$ cat config.mk
export PLATFORM = sky130hd
export DESIGN_NAME = ur_muldiv_issue
export DESIGN_NICKNAME = d
export VERILOG_FILES = /design/src/rtl/ur_muldiv_issue_pkg.sv /design/src/rtl/ur_muldiv_issue.sv
export SDC_FILE = /design/constraint.sdc
export NUM_CORES = 1
export LEC_CHECK = 0
export BUFFER_PORTS_ARGS = -buffer_cell sky130_fd_sc_hd__buf_2
export CAP_MARGIN = 25
export CORE_UTILIZATION = 51
export DETAILED_ROUTE_END_ITERATION = 10
export MAX_ROUTING_LAYER = met4
export PLACE_DENSITY = 0.93
export SETUP_SLACK_MARGIN = 0.2
export SYNTH_ARGS = -nofsm -noshare
export SYNTH_HDL_FRONTEND = slang
export SYNTH_SLANG_ARGS = --single-unit
export TNS_END_PERCENT = 100
$ cat constraint.sdc
create_clock -name clk -period 3.5 [get_ports clk]
set_input_delay 0.7 -clock clk [delete_from_list [all_inputs] [get_ports clk]]
set_output_delay 0.7 -clock clk [all_outputs]
set_load 0.01 [all_outputs]
$ cat src/rtl/ur_muldiv_issue_pkg.sv
// Shared definitions for the mul/div issue stage.
// - op_e    : RV32M funct3 opcodes as carried on req_op_i
// - state_e : issue FSM states
// - DIV0_QUOT and div0_result(): results produced locally for a zero divisor
package ur_muldiv_issue_pkg;

  typedef enum logic [2:0] {
    OP_MUL    = 3'd0,
    OP_MULH   = 3'd1,
    OP_MULHSU = 3'd2,
    OP_MULHU  = 3'd3,
    OP_DIV    = 3'd4,
    OP_DIVU   = 3'd5,
    OP_REM    = 3'd6,
    OP_REMU   = 3'd7
  } op_e;

  typedef enum logic [1:0] {
    ST_IDLE  = 2'd0,
    ST_ISSUE = 2'd1,
    ST_WAIT  = 2'd2,
    ST_WB    = 2'd3
  } state_e;

  localparam logic [31:0] DIV0_QUOT = 32'hFFFF_FFFF;

  // Quotient of x/0 is all ones; remainder of x%0 is the dividend.
  function automatic logic [31:0] div0_result(input logic [2:0] op, input logic [31:0] ra);
    if (op == OP_REM || op == OP_REMU) return ra;
    return DIV0_QUOT;
  endfunction

endpackage

$ cat src/rtl/ur_muldiv_issue.sv
// Issue/writeback sequencer for an external RV32M mul/div unit.
// Accepts one operation at a time, issues it as a one-cycle strobe with a
// one-hot opcode, waits for the unit's completion pulse (bounded by TIMEOUT),
// and presents the result on a valid/ready writeback port.
// Ports:
//   clk, rst_n                     clock, synchronous active-low reset
//   req_valid_i/req_ready_o        request handshake
//   req_op_i, req_ra_i, req_rb_i, req_rd_i   funct3, operands, destination
//   flush_i                        kill the in-flight operation
//   md_valid_o, md_inst_*_o        issue strobe and one-hot opcode
//   md_ra_o, md_rb_o               registered operands
//   md_ready_i, md_result_i        completion pulse and result
//   wb_valid_o/wb_ready_i, wb_rd_o, wb_result_o   writeback
//   busy_o, timeout_o              not-idle flag, one-cycle timeout pulse
module ur_muldiv_issue
  import ur_muldiv_issue_pkg::*;
#(
  parameter bit          DIV0_BYPASS = 1'b1,
  parameter int unsigned TIMEOUT     = 48
) (
  input  logic        clk,
  input  logic        rst_n,
  input  logic        req_valid_i,
  output logic        req_ready_o,
  input  logic [2:0]  req_op_i,
  input  logic [31:0] req_ra_i,
  input  logic [31:0] req_rb_i,
  input  logic [4:0]  req_rd_i,
  input  logic        flush_i,
  output logic        md_valid_o,
  output logic        md_inst_mul_o,
  output logic        md_inst_mulh_o,
  output logic        md_inst_mulhsu_o,
  output logic        md_inst_mulhu_o,
  output logic        md_inst_div_o,
  output logic        md_inst_divu_o,
  output logic        md_inst_rem_o,
  output logic        md_inst_remu_o,
  output logic [31:0] md_ra_o,
  output logic [31:0] md_rb_o,
  input  logic        md_ready_i,
  input  logic [31:0] md_result_i,
  output logic        wb_valid_o,
  input  logic        wb_ready_i,
  output logic [4:0]  wb_rd_o,
  output logic [31:0] wb_result_o,
  output logic        busy_o,
  output logic        timeout_o
);

  localparam int unsigned CW = $clog2(TIMEOUT + 1);

  state_e        state;
  logic [7:0]    md_inst;
  logic [4:0]    rd_q;
  logic          discard;
  logic [CW-1:0] cnt;
  logic          accept;
  logic          bypass;

  assign req_ready_o = (state == ST_IDLE) && !flush_i;
  assign busy_o      = (state != ST_IDLE);
  assign accept      = req_valid_i && req_ready_o;
  assign bypass      = DIV0_BYPASS && req_op_i[2] && (req_rb_i == '0);

  assign md_inst_mul_o    = md_inst[0];
  assign md_inst_mulh_o   = md_inst[1];
  assign md_inst_mulhsu_o = md_inst[2];
  assign md_inst_mulhu_o  = md_inst[3];
  assign md_inst_div_o    = md_inst[4];
  assign md_inst_divu_o   = md_inst[5];
  assign md_inst_rem_o    = md_inst[6];
  assign md_inst_remu_o   = md_inst[7];

  always_ff @(posedge clk) begin
    if (!rst_n) begin
      state       <= ST_IDLE;
      md_valid_o  <= 1'b0;
      md_inst     <= '0;
      md_ra_o     <= '0;
      md_rb_o     <= '0;
      rd_q        <= '0;
      discard     <= 1'b0;
      cnt         <= '0;
      wb_valid_o  <= 1'b0;
      wb_rd_o     <= '0;
      wb_result_o <= '0;
      timeout_o   <= 1'b0;
    end else begin
      md_valid_o <= 1'b0;
      md_inst    <= '0;
      timeout_o  <= 1'b0;
      case (state)
        ST_IDLE: begin
          if (accept) begin
            md_ra_o <= req_ra_i;
            md_rb_o <= req_rb_i;
            rd_q    <= req_rd_i;
            discard <= 1'b0;
            cnt     <= '0;
            if (bypass) begin
              wb_result_o <= div0_result(req_op_i, req_ra_i);
              // rd==0 has no architectural effect, so skip writeback entirely
              if (req_rd_i != '0) begin
                wb_rd_o    <= req_rd_i;
                wb_valid_o <= 1'b1;
                state      <= ST_WB;
              end
            end else begin
              md_valid_o <= 1'b1;
              md_inst    <= 8'b1 << req_op_i;
              state      <= ST_ISSUE;
            end
          end
        end
        ST_ISSUE: begin
          if (flush_i) discard <= 1'b1;
          cnt   <= '0;
          state <= ST_WAIT;
        end
        ST_WAIT: begin
          if (flush_i) discard <= 1'b1;
          if (md_ready_i) begin
            // A flush arriving with the completion still kills the writeback
            if (discard || flush_i || rd_q == '0) begin
              state <= ST_IDLE;
            end else begin
              wb_result_o <= md_result_i;
              wb_rd_o     <= rd_q;
              wb_valid_o  <= 1'b1;
              state       <= ST_WB;
            end
          end else if (cnt == CW'(TIMEOUT - 1)) begin
            timeout_o <= 1'b1;
            state     <= ST_IDLE;
          end else begin
            cnt <= cnt + 1'b1;
          end
        end
        ST_WB: begin
          if (flush_i || wb_ready_i) begin
            wb_valid_o <= 1'b0;
            state      <= ST_IDLE;
          end
        end
        default: state <= ST_IDLE;
      endcase
    end
  end

endmodule

==> results of run 1 <==
==> final cells by class <==
type	instances	share of cell area, %
clock buffer	20	6.569
timing repair buffer	230	17.04
multi-input combinational	423	34.98
tap	133	2.400
inverter	7	0.3790
clock inverter	11	2.256
sequential	126	36.38
==> where the power goes <==
part / switching (mW) / leakage [nW] / internal [mW]
Combinational: 0.493 / 2.01 / 0.313
Clock: 0.642 / 0.290 / 1.15
Sequential: 0.0708 / 1.02 / 1.56
==> stage by stage <==
stage	worst slack (ps)	utilization, %	instances
floorplan	1474	-	599
global placement	839.8	64.67	919
detailed placement	812.1	64.67	919
CTS	1032	70.93	950
global route	872.0	70.93	950
finish	1011	70.93	950
==> state kept, by name, summed over array words and instances (netlist names), 2 cells and up <==
| name | flops |
|---|---|
| md_inst | 8 |
| md_ra_o | 32 |
| md_rb_o | 32 |
| cnt | 6 |
| rd_q | 5 |
| wb_result_o | 32 |
| state | 2 |
| wb_rd_o | 5 |
==> critical path, delay by kind of cell (launching register included) <==
family | cells | cell delay (ps)
buffers and inverters | 3 | 630
AO/OA/AOI/OAI | 3 | 800
adder cells (fa/ha/maj) | 1 | 340
AND/OR/NAND/NOR | 1 | 140
flip-flops | 1 | 450
==> layer usage <==
layer,GRT usage (%),part of all wire [%]
met1,32.10,40
met5,-,0
met4,8.901,1.2
met2,47.54,50
met3,7.390,9.2
==> logic make-up after synthesis <==
kind of cell,count (synthesis),share of synthesized area [%]
AOI/OAI and AO/OA,125,15.72
xor gates and xnor gates,4,0.6802
adders and majority gates,7,1.700
buffers and inverters,50,4.129
DFF,126,48.97
muxes,44,8.671
and+or+nand+nor,243,20.14
==> placed cells by master, fill, tap and decap left out, types with 4 or more instances in the layout <==
master and instances:
a21oi_1 75, buf_2 223, buf_4 6, clkbuf_16 16
clkbuf_8 4, dfxtp_1 126, ha_1 7, inv_1 5
mux2_2 5, mux2i_1 39, nand2_1 184, nand2b_1 4
nor2_1 17, nor3_1 6, nor4_1 9, o2111ai_1 4
o221ai_1 32
==> final timing paths <==
kind	cells past startpoint	end	startpoint
setup / recovery	8	state[1]	state[0]
hold / removal	2	md_inst[6]	req_op_i[0]
setup reg to reg	8	state[1]	state[0]
hold reg to reg	2	md_ra_o[11]	md_ra_o[11]
==> impl_metrics.json, run 1 <==
{
  "vias": 5201,
  "hold_slack_ps": 427.0,
  "synthArstFlopShare_pct": 0,
  "power.density_nw_per_um2": 608.8,
  "num_rows": 36,
  "clockBufferDepth": 2,
  "vdd.ir_drop.worst_v": 0.0003567,
  "ys_ff_latch": 126,
  "yosysUniqueCellTypes": 44,
  "place.gp.congestion": 0.8625,
  "wl_per_cell_um": 15.75,
  "cp_cell_sequence": "inv_1 > ha_1 > clkinv_1 > buf_4 > nor2_1 > a21boi_0 > a21oi_1 > a2111oi_1",
  "die_x_um": 102.5,
  "yosysTopAreaCellShare_pct": 48.97,
  "syn_avg_cell_area_um2": 8.600,
  "h-tree-depth": 4,
  "clock_latency_ps": 500,
  "power.total_mw": 4.221,
  "grt_pass1_wl_mm": 21.84,
  "synthToLayoutAreaGrowth_pct": 34.59,
  "numCtsBuffers": 17,
  "r2r_slack_ps": 1010,
  "hold_buffers": 0,
  "syn_nets": 716,
  "status": "finished clean",
  "n_antenna_cell": 0,
  "cts_resized": 0,
  "ys_top_cells_by_area": "dfxtp_1 49%, nand2_1 13%, mux2i_1 7.6%",
  "period_needed_ps": 2489,
  "hold_violations": 0,
  "arrival_ps": 2850,
  "grt_use_total_pct": 27.99,
  "clk_pin_slew_ps": 50,
  "cts_tree": "done",
  "maxCapViolCount": 0,
  "crit_type": "register to register",
  "clockRootBuffer": "clkbuf_8",
  "slowest_delay_ps": 450,
  "vias_per_cell": 5.475,
  "required_ps": 3860,
  "yosysTopAreaCell": "dfxtp_1",
  "syn-instance-count": 599,
  "drc": 0,
  "worstSetupStartpointType": "register",
  "clock-sinks": 126,
  "fin_skew_ps": 18.02,
  "tns_ps": 0,
  "p_leak_nw": 3.318,
  "synth_common_cells": "184 x nand2_1, 126 x dfxtp_1, 75 x a21oi_1, 39 x mux2i_1, 36 x clkbuf_1",
  "place_area_um2": 6321,
  "synth_most_common_cell": "nand2_1",
  "multi_input_area_um2": 2425,
  "fin_area_um2": 6933,
  "io_pins": 224,
  "max_freq_mhz": 401.8,
  "dp_hpwl_mm": 10.50,
  "synth_warnings": 0,
  "cp-end-kind": "register",
  "syn_area_um2": 5151,
  "nets": 922,
  "drive_gt1_share_pct": 33.66,
  "crit_slowest_cell": "dfxtp_1",
  "portBuffers": 223,
  "ant_nets": 0,
  "globalRoute.totalOverflow": 0,
  "tightestPinTransition_ps": 749.7,
  "cp_max_fo": 42,
  "fp.coreArea_um2": 9774,
  "synth-edff-count": 0,
  "slew_headroom_pct": 50.02,
  "antenna_found_initial": 0,
  "grt_setup_unrepaired": "false",
  "yosysSeqAreaShare_pct": 48.97,
  "start_util_pct": 52.70,
  "hold_path_class": "input port to register",
  "drt-pass1-iter-count": 5,
  "drt-total-wl_mm": 14.97,
  "postCtsSetupBuffers": 0,
  "drt_iter0_drc": 193,
  "fillers": 755,
  "period_share_pct": 71.11,
  "drv_slew": 0,
  "grt_max_degree": 80,
  "setup_viol": 0,
  "grt_pass1_vias": 4590,
  "dieArea_um2": 10510,
  "ys.flop_type": "dfxtp_1",
  "die_h_um": 102.5,
  "layout.area.seq_um2": 2522
}
Power figures use the tool's default switching activity.
==> inputs of run 2 (changes only) <==
- CORE_UTILIZATION: 51 -> 47
- PLACE_DENSITY: 0.93 -> 0.87
- clock period: 3.5 -> 2.4 ns (I/O delays scaled with it)
==> run 2 against run 1 <==
  * Register-to-register slack lost 660 ps
  * Die area grew 8.3%
  * Via count shrank 1.4%
  * Sequential cell count is the same
  * Utilization shrank 4.2 points
  * Sequential power grew 45%
  * Clock-buffer cell count shrank 3
  * Clock skew shrank 8.1 ps
  * First-iteration DRC count grew 130%
  * Final area grew 0.74%
==> impl_metrics.json, run 2 (same netlist as run 1, synthesis figures left out) <==
{
  "worstSetupStartpointType": "register",
  "reg.largest.list": "md_ra_o: 32 flops, md_rb_o: 32 flops, wb_result_o: 32 flops",
  "grt_max_degree": 60,
  "drc": 0,
  "pre_cts_ws_ps": 138.4,
  "power.density_nw_per_um2": 872.8,
  "grt_setup_unrepaired": "false",
  "place.gp.congestion": 0.8588,
  "clock-sinks": 126,
  "cp-end-kind": "primary output",
  "r2r_slack_ps": 350,
  "setup_viol": 0,
  "cts_tree": "done",
  "drive_gt1_share_pct": 34.35,
  "hold_slack_ps": 204.7,
  "layout_commonest_cell": "buf_2",
  "ant_nets": 0,
  "p_leak_nw": 3.352,
  "h-tree-depth": 4,
  "grt_use_total_pct": 26.13,
  "start_util_pct": 49.23,
  "nets": 926,
  "cp_cell_sequence": "inv_1 > ha_2 > and2b_1 > buf_2",
  "critPathBufInv": 2,
  "clock_latency_ps": 500,
  "layout_common_cells": "223 x buf_2, 184 x nand2_1, 125 x dfxtp_1",
  "slowest_delay_ps": 440,
  "grt_pass1_wl_mm": 22.73,
  "drv_slew": 0,
  "vias_per_cell": 5.354,
  "vdd.ir_drop.worst_v": 0.0005808,
  "arrival_ps": 1630,
  "period_needed_ps": 2115,
  "clk_pin_slew_ps": 60,
  "wl_per_cell_um": 15.45,
  "drt_iter0_drc": 443,
  "tns_ps": 0,
  "portBuffers": 223,
  "vias": 5129,
  "dp_hpwl_mm": 10.68,
  "clockRootBuffer": "clkbuf_8",
  "numCtsBuffers": 17,
  "period_share_pct": 88.11,
  "required_ps": 1920,
  "crit_family": "flip-flops",
  "io_pins": 224,
  "postCtsSetupBuffers": 0,
  "synthToLayoutAreaGrowth_pct": 35.58,
  "fp.coreArea_um2": 10460,
  "crit_type": "register to primary output",
  "antenna_found_initial": 1,
  "grt_pass1_vias": 4677,
  "fin_skew_ps": 9.954,
  "drt-pass1-iter-count": 5,
  "max_freq_mhz": 472.9,
  "die_h_um": 106.7,
  "die_x_um": 106.7,
  "status": "finished clean",
  "hold_violations": 0,
  "hold_path_class": "input port to register",
  "globalRoute.totalOverflow": 0,
  "crit_slowest_cell": "dfxtp_1",
  "drt-total-wl_mm": 14.80,
  "num_rows": 37,
  "cp_max_fo": 6,
  "tightestPinTransition_ps": 502.8,
  "dieArea_um2": 11380,
  "worst_slack_ps": 285.3,
  "slew_headroom_pct": 66.48,
  "maxCapViolCount": 0,
  "clockBufferDepth": 2
}
-- run 2: metrics by stage --
step | power, mW | util [%] | cell area [um2] | std cells
2_1_floorplan | 3.127 | - | 5151 | 599
3_3_place_gp | 3.580 | 61.10 | 6392 | 926
3_5_place_dp | 3.604 | 61.10 | 6392 | 926
4_1_cts | 6.125 | 66.66 | 6974 | 957
5_1_grt | 6.370 | 66.75 | 6984 | 958
6_report | 6.096 | 66.75 | 6984 | 958
-- run 2: worst paths after layout --
path               startpoint         endpoint  cells past startpoint
hold reg to reg    md_rb_o[3]       md_rb_o[3]                      2
setup reg to reg     state[1]  wb_result_o[25]                      8
setup / recovery     state[1]      req_ready_o                      4
hold / removal    req_op_i[0]       md_inst[6]                      2
-- run 2: final cells by class --
class / count / area, um2
fillers: 855 / 3478
flip-flops and latches: 126 / 2524
multi-input cells: 423 / 2431
repair buffers: 234 / 1249
clock buffers: 17 / 414.1
well taps: 136 / 170.2
clock inverters: 14 / 167.7
inverters: 7 / 26.28
diodes: 1 / 2.502
-- run 2: worst register-to-register path, delay by kind of cell (launching register included) --
kind	cells	cell delay (ps)
adder cells (fa/ha/maj)	1	250
multiplexers	1	180
AND/OR/NAND/NOR	3	690
flip-flops	1	370
buffers and inverters	2	340
AO/OA/AOI/OAI	1	90
-- run 2: timing repair --
item                                    in CTS  in global routing
endpoints found under the setup margin       0                 20
gates resized for setup                      0                  4
hold buffers                                 0                  0
-- run 2: report_power, final --
group | switching [mW] | internal [mW] | leakage [nW]
sequential | 0.100 | 2.27 | 1.02
combinational | 0.724 | 0.481 | 2.04
clock | 0.942 | 1.58 | 0.292
-- run 2: layer usage --
layer | up-vias | global-route usage, % | share of wire (%)
met1 | 2405 | 31.11 | 42
li1 | 2499 | - | -
met4 | 0 | 8.219 | 1.9
met2 | 204 | 44.15 | 50
met3 | 21 | 5.593 | 6.2
met5 | - | - | 0
==> inputs of run 3 (changes only) <==
--- a/config.mk
+++ b/config.mk
@@ -8,4 +8,5 @@
 export BUFFER_PORTS_ARGS = -buffer_cell sky130_fd_sc_hd__buf_2
 export CAP_MARGIN = 25
+export CORE_ASPECT_RATIO = 1.4
 export CORE_UTILIZATION = 47
 export DETAILED_ROUTE_END_ITERATION = 10
==> constraint.sdc (replaced) <==
create_clock -name clk -period 2.4 [get_ports clk]
set_input_delay 0.48 -clock clk [delete_from_list [all_inputs] [get_ports clk]]
set_output_delay 0.48 -clock clk [all_outputs]
set_load 0.02 [all_outputs]
==> run 3 against run 2 <==
  * Sequential cell count is the same
  * Clock-buffer cell count grew 2
  * Critical path depth is the same
  * Worst hold slack gained 99 ps
  * Combinational power grew 13%
  * Register-to-register slack is essentially flat
  * Via count grew 1.6%
  * Critical path type unchanged
  * Highest routed layer unchanged
==> impl_metrics.json, run 3 (same netlist as run 1, synthesis figures left out) <==
{
  "status": "finished clean",
  "layout_commonest_cell": "buf_2",
  "worst_slack_ps": 326.0,
  "pre_cts_ws_ps": 116.8,
  "hold_buffers": 0,
  "drc": 0,
  "vias": 5210,
  "grt_pass1_wl_mm": 24.34,
  "layout_common_cells": "223 x buf_2, 184 x nand2_1, 126 x dfxtp_1",
  "drt_iter0_drc": 187,
  "wl_per_cell_um": 15.86,
  "slew_headroom_pct": 68.63,
  "cts_tree": "done",
  "clock-sinks": 126,
  "cp_max_fo": 6,
  "fp.coreArea_um2": 10520,
  "clk_pin_slew_ps": 60,
  "drive_gt1_share_pct": 34.70,
  "cp_cell_sequence": "inv_1 > ha_2 > and2b_1 > buf_2",
  "start_util_pct": 48.99,
  "period_share_pct": 86.42,
  "num_rows": 44,
  "arrival_ps": 1590,
  "tns_ps": 0,
  "n_antenna_cell": 0,
  "tightestPinTransition_ps": 466.3,
  "globalRoute.totalOverflow": 0,
  "fin_area_um2": 7033,
  "slowest_delay_ps": 450,
  "ant_nets": 0,
  "r2r_slack_ps": 360,
  "dp_cells": 933,
  "maxCapViolCount": 0,
  "dp_hpwl_mm": 11.14,
  "grt_use_total_pct": 27.93,
  "crit_slowest_cell": "dfxtp_1",
  "portBuffers": 223,
  "clockRootBuffer": "clkbuf_16",
  "worstSetupStartpointType": "register",
  "power.density_nw_per_um2": 890.9,
  "hold_path_class": "input port to register",
  "crit_family": "flip-flops",
  "io_pins": 224,
  "place.gp.congestion": 0.8600,
  "die_h_um": 125.9,
  "nets": 931,
  "clock_latency_ps": 410,
  "clockBufferDepth": 2,
  "drv_slew": 0,
  "vdd.ir_drop.worst_v": 0.0005347,
  "vias_per_cell": 5.399,
  "crit_type": "register to primary output",
  "max_freq_mhz": 482.2,
  "cp-end-kind": "primary output",
  "setup_viol": 0,
  "synthToLayoutAreaGrowth_pct": 36.53,
  "h-tree-depth": 4,
  "fin_skew_ps": 9.187,
  "drt-total-wl_mm": 15.30,
  "period_needed_ps": 2074,
  "numCtsBuffers": 17,
  "grt_max_degree": 54,
  "drt-pass1-iter-count": 4,
  "hold_violations": 0,
  "reg.largest.list": "md_ra_o: 32 flops, md_rb_o: 32 flops, wb_result_o: 32 flops",
  "critPathBufInv": 2,
  "antenna_found_initial": 0,
  "grt_setup_unrepaired": "false",
  "place_area_um2": 6432,
  "grt_pass1_vias": 5088,
  "power.total_mw": 6.266,
  "die_x_um": 90.48,
  "dieArea_um2": 11390,
  "required_ps": 1920,
  "final_cells": 965,
  "p_leak_nw": 3.375
}
[run 3: final timing paths]
kind                  to  cells after the start        start
max          req_ready_o                      4     state[1]
min           md_inst[6]                      2  req_op_i[0]
max reg2reg   wb_rd_o[0]                      8     state[1]
min reg2reg  md_rb_o[25]                      2  md_rb_o[25]
[run 3: layer usage]
metal | wire length (um) | vias to the layer above | global-route usage (%)
met3 | 985 | 37 | 5.193
met2 | 7801 | 250 | 47.55
li1 | - | 2524 | -
met1 | 6010 | 2399 | 30.44
met4 | 507 | 0 | 15.65
met5 | 0 | - | -
[run 3: cell type report]
type                    count  area (um2)
flip-flops and latches    126        2522
clock buffers              19       452.9
clock inverters            13       140.1
inverters                   7       30.03
repair buffers            239        1286
well taps                 138       172.7
fillers                   911        3482
multi-input cells         423        2429
[run 3: worst reg2reg max path: stages, from the launching register on]
cell and delay, ps:
dfxtp_1 380, inv_1 160, ha_2 260, and2b_1 180, nand2_2 130, nor4_4 370, buf_4 170, o21ai_2 120
mux2i_1 160
[run 3: stage by stage]
stage,utilization (%),hold slack (ps)
after floorplan,-,440.3
after global placement,61.17,438.2
after detailed placement,61.17,443.2
after CTS,66.81,290.6
after global routing,66.88,297.5
final,66.88,303.7
[run 3: report_power, final]
group	switching (mW)	internal (mW)
clock network	0.947	1.58
registers	0.102	2.27
logic	0.869	0.495
[run 3: repair_timing]
item,4_1_cts,5_1_grt
endpoints found under the setup margin,0,40
resized for setup,0,4
buffers inserted,0,0
